$ cat src/rtl/phy_tx_pkg.sv
// -----------------------------------------------------------------------------
// phy_tx_pkg
// Shared definitions for the USB full-speed transmit PHY. The line-state
// encodings are common with phy_rx so both directions agree on J/K/SE0.
// Contents:
//   SE0/DJ/DK/SE1  - 2-bit line states, bit0 = dp, bit1 = dn
//   SYNC_PATTERN   - SYNC byte, sent LSB first (KJKJKJKK)
//   STUFF_LIMIT    - number of consecutive 1s that forces a stuffed 0
//   nrzi_toggle()  - flips the line between J and K
// -----------------------------------------------------------------------------
package phy_tx_pkg;

    localparam logic [1:0] SE0 = 2'd0;
    localparam logic [1:0] DJ  = 2'd1;
    localparam logic [1:0] DK  = 2'd2;
    localparam logic [1:0] SE1 = 2'd3;

    localparam logic [7:0] SYNC_PATTERN = 8'h80;
    localparam logic [2:0] STUFF_LIMIT  = 3'd6;

    // NRZI "0": the line changes state. Only ever applied to J or K.
    function automatic logic [1:0] nrzi_toggle(input logic [1:0] line);
        return (line == DK) ? DJ : DK;
    endfunction

endpackage

$ cat src/rtl/phy_tx_bit_timer.sv
// -----------------------------------------------------------------------------
// phy_tx_bit_timer
// Free-running divider that marks the last clk_i cycle of every USB bit.
// Parameters:
//   BIT_SAMPLES - clk_i cycles per USB bit (>= 2)
// Ports:
//   clk_i     - clock, 12 MHz x BIT_SAMPLES
//   rstn_i    - asynchronous reset, active-low
//   bit_stb_o - high for one clk_i cycle when the count is BIT_SAMPLES-1
// -----------------------------------------------------------------------------
module phy_tx_bit_timer #(
    parameter int BIT_SAMPLES = 4
) (
    input  logic clk_i,
    input  logic rstn_i,
    output logic bit_stb_o
);

    localparam int CNT_W = (BIT_SAMPLES > 2) ? $clog2(BIT_SAMPLES) : 1;
    localparam logic [CNT_W-1:0] CNT_LAST = CNT_W'(BIT_SAMPLES - 1);

    logic [CNT_W-1:0] cnt_q;
    logic [CNT_W-1:0] cnt_d;

    assign bit_stb_o = (cnt_q == CNT_LAST);
    assign cnt_d     = bit_stb_o ? '0 : cnt_q + CNT_W'(1);

    always_ff @(posedge clk_i or negedge rstn_i) begin
        if (!rstn_i) begin
            cnt_q <= '0;
        end else begin
            cnt_q <= cnt_d;
        end
    end

endmodule

$ cat src/rtl/phy_tx.sv
// -----------------------------------------------------------------------------
// phy_tx
// USB 2.0 full-speed transmit PHY. Serialises bytes from the SIE LSB first,
// prefixes SYNC, applies bit stuffing and NRZI, and closes with EOP.
// Optional feature macro: PHY_TX_ABORT_EN (adds tx_abort_i and the abort
// sequence: 8 bit times without transitions, then EOP).
// Parameters:
//   BIT_SAMPLES - clk_i cycles per USB bit (>= 2)
// Ports:
//   clk_i       - clock, 12 MHz x BIT_SAMPLES
//   rstn_i      - asynchronous reset, active-low
//   tx_data_i   - byte to send, taken when tx_ready_o and tx_valid_i are high
//   tx_valid_i  - SIE has a byte; low at a byte boundary ends the packet
//   tx_abort_i  - (PHY_TX_ABORT_EN only) abandon the packet
//   tx_ready_o  - one-clock pulse at each byte boundary
//   tx_en_o     - line drivers enabled, SYNC through the final J of EOP
//   tx_dp_o     - D+ line level
//   tx_dn_o     - D- line level
// -----------------------------------------------------------------------------
module phy_tx
    import phy_tx_pkg::*;
#(
    parameter int BIT_SAMPLES = 4
) (
    input  logic       clk_i,
    input  logic       rstn_i,
    input  logic [7:0] tx_data_i,
    input  logic       tx_valid_i,
`ifdef PHY_TX_ABORT_EN
    input  logic       tx_abort_i,
`endif
    output logic       tx_ready_o,
    output logic       tx_en_o,
    output logic       tx_dp_o,
    output logic       tx_dn_o
);

    typedef enum logic [2:0] {
        ST_IDLE  = 3'd0,
        ST_SYNC  = 3'd1,
        ST_DATA  = 3'd2,
`ifdef PHY_TX_ABORT_EN
        ST_ABORT = 3'd4,
`endif
        ST_EOP   = 3'd3
    } state_t;

    logic       bit_stb;

    state_t     state_q,     state_d;
    logic [1:0] line_q,      line_d;
    logic       en_q,        en_d;
    logic [7:0] shift_q,     shift_d;
    logic [3:0] bit_cnt_q,   bit_cnt_d;    // bits of the current byte already on the line
    logic [2:0] stuff_cnt_q, stuff_cnt_d;  // consecutive 1s on the line
    logic [2:0] aux_cnt_q,   aux_cnt_d;    // EOP / abort bit-time counter

    logic       send_en;
    logic       send_bit;
    logic       start_sync;

    phy_tx_bit_timer #(
        .BIT_SAMPLES (BIT_SAMPLES)
    ) u_bit_timer (
        .clk_i     (clk_i),
        .rstn_i    (rstn_i),
        .bit_stb_o (bit_stb)
    );

    always_comb begin
        state_d     = state_q;
        line_d      = line_q;
        en_d        = en_q;
        shift_d     = shift_q;
        bit_cnt_d   = bit_cnt_q;
        stuff_cnt_d = stuff_cnt_q;
        aux_cnt_d   = aux_cnt_q;
        tx_ready_o  = 1'b0;
        send_en     = 1'b0;
        send_bit    = 1'b0;
        start_sync  = 1'b0;

        if (bit_stb) begin
            case (state_q)
                ST_IDLE: begin
                    line_d = DJ;
                    en_d   = 1'b0;
                    if (tx_valid_i) begin
                        start_sync = 1'b1;
                    end
                end

                ST_SYNC, ST_DATA: begin
`ifdef PHY_TX_ABORT_EN
                    if (tx_abort_i) begin
                        // Line holds from this bit time on; counted in ST_ABORT.
                        state_d   = ST_ABORT;
                        aux_cnt_d = 3'd0;
                    end else
`endif
                    if (stuff_cnt_q == STUFF_LIMIT) begin
                        // Stuffed 0 takes a bit time but no data bit.
                        line_d      = nrzi_toggle(line_q);
                        stuff_cnt_d = 3'd0;
                    end else if (bit_cnt_q != 4'd8) begin
                        send_en   = 1'b1;
                        send_bit  = shift_q[0];
                        shift_d   = {1'b0, shift_q[7:1]};
                        bit_cnt_d = bit_cnt_q + 4'd1;
                    end else begin
                        // Byte boundary: the first bit of the next byte goes out
                        // on this same strobe so bytes follow without a gap.
                        tx_ready_o = 1'b1;
                        if (tx_valid_i) begin
                            state_d   = ST_DATA;
                            send_en   = 1'b1;
                            send_bit  = tx_data_i[0];
                            shift_d   = {1'b0, tx_data_i[7:1]};
                            bit_cnt_d = 4'd1;
                        end else begin
                            state_d     = ST_EOP;
                            line_d      = SE0;
                            aux_cnt_d   = 3'd0;
                            stuff_cnt_d = 3'd0;
                        end
                    end
                end

                ST_EOP: begin
                    if (aux_cnt_q == 3'd0) begin
                        line_d    = SE0;
                        aux_cnt_d = 3'd1;
                    end else if (aux_cnt_q == 3'd1) begin
                        line_d    = DJ;
                        aux_cnt_d = 3'd2;
                    end else begin
                        state_d   = ST_IDLE;
                        en_d      = 1'b0;
                        aux_cnt_d = 3'd0;
                        // A following packet may begin right after the J of EOP.
                        if (tx_valid_i) begin
                            start_sync = 1'b1;
                        end
                    end
                end

`ifdef PHY_TX_ABORT_EN
                ST_ABORT: begin
                    if (aux_cnt_q == 3'd7) begin
                        state_d     = ST_EOP;
                        line_d      = SE0;
                        aux_cnt_d   = 3'd0;
                        stuff_cnt_d = 3'd0;
                    end else begin
                        aux_cnt_d = aux_cnt_q + 3'd1;
                    end
                end
`endif

                default: begin
                    state_d = ST_IDLE;
                    line_d  = DJ;
                    en_d    = 1'b0;
                end
            endcase

            if (start_sync) begin
                state_d   = ST_SYNC;
                en_d      = 1'b1;
                send_en   = 1'b1;
                send_bit  = SYNC_PATTERN[0];
                shift_d   = {1'b0, SYNC_PATTERN[7:1]};
                bit_cnt_d = 4'd1;
            end

            // NRZI: 1 holds the line and extends the run of 1s, 0 toggles.
            if (send_en) begin
                if (send_bit) begin
                    stuff_cnt_d = stuff_cnt_q + 3'd1;
                end else begin
                    line_d      = nrzi_toggle(line_q);
                    stuff_cnt_d = 3'd0;
                end
            end
        end
    end

    always_ff @(posedge clk_i or negedge rstn_i) begin
        if (!rstn_i) begin
            state_q     <= ST_IDLE;
            line_q      <= DJ;
            en_q        <= 1'b0;
            shift_q     <= 8'd0;
            bit_cnt_q   <= 4'd0;
            stuff_cnt_q <= 3'd0;
            aux_cnt_q   <= 3'd0;
        end else begin
            state_q     <= state_d;
            line_q      <= line_d;
            en_q        <= en_d;
            shift_q     <= shift_d;
            bit_cnt_q   <= bit_cnt_d;
            stuff_cnt_q <= stuff_cnt_d;
            aux_cnt_q   <= aux_cnt_d;
        end
    end

    assign tx_dp_o = line_q[0];
    assign tx_dn_o = line_q[1];
    assign tx_en_o = en_q;

endmodule
$ cat config.mk
export PLATFORM = sky130hd
export DESIGN_NAME = phy_tx
export DESIGN_NICKNAME = d
export VERILOG_FILES = /design/src/rtl/phy_tx_pkg.sv /design/src/rtl/phy_tx_bit_timer.sv /design/src/rtl/phy_tx.sv
export SDC_FILE = /design/constraint.sdc
export NUM_CORES = 1
export LEC_CHECK = 0
export ABC_AREA = 1
export CAP_MARGIN = 40
export CELL_PAD_IN_SITES_DETAIL_PLACEMENT = 1
export CELL_PAD_IN_SITES_GLOBAL_PLACEMENT = 2
export CORE_MARGIN = 2
export CORE_UTILIZATION = 36
export DETAILED_ROUTE_END_ITERATION = 16
export GPL_TIMING_DRIVEN = 1
export PLACE_DENSITY_LB_ADDON = 0.1
export REMOVE_ABC_BUFFERS = 1
export SYNTH_ARGS = -nofsm -noshare
export SYNTH_HDL_FRONTEND = slang
export SYNTH_SLANG_ARGS = --single-unit
$ cat constraint.sdc
create_clock -name clk_i -period 3.65 [get_ports clk_i]
set_input_delay 0.73 -clock clk_i [delete_from_list [all_inputs] [get_ports clk_i]]
set_output_delay 0.73 -clock clk_i [all_outputs]
set_load 0.05 [all_outputs]
# Word level (Yosys, flattened, before mapping)
# Index checks and enable logic that the tools add are counted.
[word_totals]
reg_bits = 26
latchBits = 0
mem_bits_rw = 0
rom_bits = 0
wordCells = 104
memories = 0
[classes]
n_addsub = 3
n_mul = 0
n_div = 0
order_cmp = 0
eq_ne = 20
shifts = 0
n_mux = 61
bitwise = 0
reduce_logical = 12
[op_table]
columns = ["cell", "count"]
rows = [
  ["$mux 8", 5],
  ["$mux 3", 12],
  ["$mux 1", 23],
  ["$mux 2", 11],
  ["$mux 4", 5],
  ["$ne 3x3->1 const B", 4],
  ["$reduce_and 4->1", 3],
  ["$ne 2x2->1 const B", 5],
  ["$pmux 3 s3", 1],
  ["$eq 3x1->1 const B", 2],
  ["$eq 3x2->1 const B", 2],
  ["$logic_not 3->1", 2],
  ["$pmux 3 s2", 1],
  ["$reduce_and 6->1", 1],
  ["$reduce_bool 2->1", 3],
  ["$reduce_and 5->1", 1],
  ["$add 4x1->4 const B", 1],
  ["$eq 2x2->1 const B", 2],
  ["$ne 4x4->1 const B", 1],
  ["$pmux 1 s2", 2],
  ["$pmux 2 s2", 1],
  ["$add 3x1->3 const B", 1],
  ["$eq 3x3->1 const B", 1],
  ["$ne 3x1->1 const B", 1],
  ["other kinds (5)", 5],
]

# Depth between registers and ports, before layout
[depth]
ltp_word = 9
mapped_depth = 13
ltp_nobuf = 13

# By module
# From an unflattened synthesis, not the netlist that was laid out.
[unflattened]
cells_unflattened = 173
area_unflattened_um2 = 1380.1
[by_module_without_submodules]
columns = ["module", "n_inst", "cells_per_inst", "area_per_inst_um2", "seq_area_each_um2"]
rows = [
  ["phy_tx", 1, 169, 1313.8, 526.8],
  ["phy_tx_bit_timer", 1, 4, 66.3, 50.0],
]

# Worst setup path after synthesis
# OpenSTA, ideal clock, no wires.
[synth_timing]
path_type = "flip-flop to output port"
startpoint = "register bit_cnt_q[0]"
endpoint = "output tx_ready_o"
arrival_time_ns = 1.999
slack_ns = 0.921
stages_incl_launch_ff = 7
n_path_buf = 0
path_cell_list = "dfrtp_1 > inv_1 > ha_1 > nand2_1 > nor2_2 > nand2_1 > nor3_1"
[synth_between]
elab_chain_cells = 5
[synth_lines]
columns = ["item", "line_no", "text"]
rows = [
  ["from (decl)", "phy_tx.sv:54", "logic [3:0] bit_cnt_q, bit_cnt_d;"],
  ["from (signal assigned)", "phy_tx.sv:202", "bit_cnt_q <= bit_cnt_d;"],
  ["$ne 4x4->1", "phy_tx.sv:105", "end else if (bit_cnt_q != 4'd8) begin"],
  ["$mux 1", "phy_tx.sv:105", ""],
  ["$mux 1", "phy_tx.sv:101", "if (stuff_cnt_q == STUFF_LIMIT) begin"],
  ["$mux 1", "phy_tx.sv:84", "case (state_q)"],
  ["$mux 1", "phy_tx.sv:83", "if (bit_stb) begin"],
  ["to (decl)", "phy_tx.sv:32", "output logic tx_ready_o,"],
]
# Every way passes these cells.

# Final worst setup path
# Ends and elaborated chain as after synthesis.

==> metrics.txt <==
Max Cap Viol 0; Final Setup Violations 0; Max Buffers Root-to-Sink 2; Tmin final 3136 ps; Pins Over Slew Limit 0; Main synth FF type dfrtp_1; maximum vdd drop 0.0002151 V; initial antenna violation count 0; mapped cell area 1453 um^2; Area contributors post-synth dfrtp_1 38%, nand2_1 11%, inv_1 7.0%; Critical Path Start Type register; Post-synth ARST share 100.0%; die area 4559 um^2; placed insts 244; Warnings, synthesis 0; pwr/cell area 673.1 nW/um^2; first-pass GRT wire length 5747 um; CP max stage cell clkdlybuf4s50_1; CTS buffer count 3; GRT overflow 0; clock sink count 23; crit-path leading delay family buffers and inverters; outcome complete, no violations; number of remaining DRC errors 0; GRT Overall Usage 16.97%; period utilization 85.91%; Top Ports 15; crit-path cells inv_1, ha_1, nand2_1, nor2_2, nand2_1, nor3_1, clkdlybuf4s50_1; hold crit path type reg2reg; 1st-iter DRT viols 25; HPWL Detailed 2662 um; antenna viol nets, final 0; Mapped Cells 182; crit end category output pin; post-CTS setup buffer count 0; CTS resizes 0; synthesized flop and latch total 23; Crit. Startpoint bit_cnt_q[0]$_DFFE_PN0P_; post-route clock skew 2.324 ps; Post-synth EDFFs 0; CTS tree done; Die Wd 67.52 um; Starting Density 36.85%; layout cell share with drive strength beyond 1 12.63%; Final Wtd Congestion 0.7647; sequential fraction of the synthesis area 39.71%; drt wl/cell 13.62 um; drt first pass iters 4; # rows 23; drt via density 5.077; R2R Path Start state_q[0]$_DFFE_PN0P_; Lkg Pwr 0.0008471 uW; setup TNS 0 ps; Final nets 218; most used cell, CP nand2_1; CTS root buf clkbuf_8; Die Ht 67.52 um; crit-path max FO 6; Routed WL 3377 um; Slew headroom 48.56%; Peak Freq 318.9 MHz; final hold violation count 0; total power 1145 uW; CP required 2920 ps; post-synth top area share 37.90%; Skew-Pair Late Insertion Delay 270 ps; core area 3943 um^2; hold_buf cts 0; vias in the first global route 1289; worst slew pin tran 769.1 ps; area grow syn2layout 17.14%; Vias 1259; number of port buffers 14; H-tree levels 1; Final Non-Filler Cells 248; CP peak stage delay 840 ps; WS Path Type reg2out; arrival time at the worst endpoint 2410 ps; Synth cell types 29; Post-Syn Area per Cell 7.982 um^2; RSZ-0062 raised after global routing false; Yosys top cell by area dfrtp_1; CTS clock-pin slew for the worst setup and hold paths 80 ps; largest net degree at the start of global routing 20; Ant. Diodes 0; Buf+Inv Stages, Crit Path 2; Worst Min Path Start u_bit_timer.cnt_q[0]$_DFF_PN0_
[final timing paths]
| path | endpoint | slack, ps | cells past startpoint |
|---|---|---|---|
| worst max register to register | bit_cnt_q[2]$_DFFE_PN0P_ | 1170 | 9 |
| min in group asynchronous | aux_cnt_q[0]$_DFFE_PN0P_ | 830 | 1 |
| worst min-delay path | u_bit_timer.cnt_q[0]$_DFF_PN0_ | 440 | 1 |
| worst max-delay path | tx_ready_o | 510 | 7 |
| worst min register to register | u_bit_timer.cnt_q[0]$_DFF_PN0_ | 440 | 1 |
| max in group asynchronous | shift_q[3]$_DFFE_PN0P_ | 2350 | 2 |
[routing by layer]
layer  up-vias  track usage (%)  part of all wire (%)
met1       624            19.83                    44
met5         -                0                     0
li1        615                -                     -
met3         5            2.500                   2.3
met4         0            6.122                   1.5
met2        15            31.13                    52
[where the power goes]
group / internal (uW) / switching [uW] / total [uW]
clock network: 78.0 / 84.9 / 163
registers: 338 / 57.3 / 395
logic: 205 / 382 / 587
[cells by family after synthesis]
logic type	Yosys count	share of synthesized area (%)
AOI/OAI and AO/OA	33	14.90
buffers and inverters	34	10.94
and+or+nand+nor	83	26.96
xor gates and xnor gates	1	0.6030
DFF	23	39.71
adders and majority gates	8	6.891
[sequential cells by signal, summed over array words and instances (netlist names)]
register	flops
line_q	2
shift_q	7
state_q	2
aux_cnt_q	2
tx_en_o	1
stuff_cnt_q	3
u_bit_timer.cnt_q	2
bit_cnt_q	4
[cell usage after synthesis, drive strengths merged, types with 3 or more instances]
master	number
nor3	4
o21ai	14
dfrtp	22
nor2	14
nand3	16
ha	8
a21oi	11
nand2	45
buf	6
o31ai	3
inv	28
[worst register-to-register path, delay by kind of cell (launching register included)]
family                     cells  cell delay, ps
and+or+nand+nor                4            1010
adders and majority gates      1             440
DFF                            1             360
buffers and inverters          3             350
AOI/OAI and AO/OA              1             220
[final cells by class]
type	count	area [um^2]
Multi-Input combinational cell	125	716.9
Inverter	28	110.1
Tap cell	50	62.56
Sequential cell	23	576.8
Timing Repair Buffer	18	190.2
Fill cell	487	2241
Clock buffer	4	45.04
[through the flow]
stage	instance area, um^2	hold slack (ps)	setup WS [ps]	utilization [%]
after global routing	1702	485.2	355.5	43.16
after floorplan	1404	403.1	915.6	-
after detailed placement	1657	435.4	809.2	42.02
after global placement	1629	413.8	832.1	41.32
final	1702	437.8	514.3	43.16
after CTS	1702	447.2	494.8	43.16
[cells in the final DEF, fill, tap and decap left out]
| cell | n |
|---|---|
| a211oi_1 | 1 |
| a21o_1 | 1 |
| a21oi_1 | 11 |
| a31oi_1 | 2 |
| buf_16 | 1 |
| buf_4 | 3 |
| clkbuf_1 | 1 |
| clkbuf_8 | 3 |
| clkdlybuf4s50_1 | 14 |
| dfrtp_1 | 22 |
| dfstp_2 | 1 |
| ha_1 | 8 |
| inv_1 | 27 |
| inv_6 | 1 |
| nand2_1 | 42 |
| nand2_2 | 1 |
| nand2_4 | 2 |
| nand3_1 | 15 |
| nand3_4 | 1 |
| nand3b_1 | 1 |
| nand4_1 | 2 |
| nor2_1 | 13 |
| nor2_2 | 1 |
| nor3_1 | 3 |
| nor3_4 | 1 |
| o211ai_1 | 1 |
| o21ai_0 | 4 |
| o21ai_1 | 1 |
| o21ai_2 | 9 |
| o31ai_1 | 3 |
| or2_2 | 1 |
| xnor2_1 | 1 |
(Power assumes the default switching activity.)
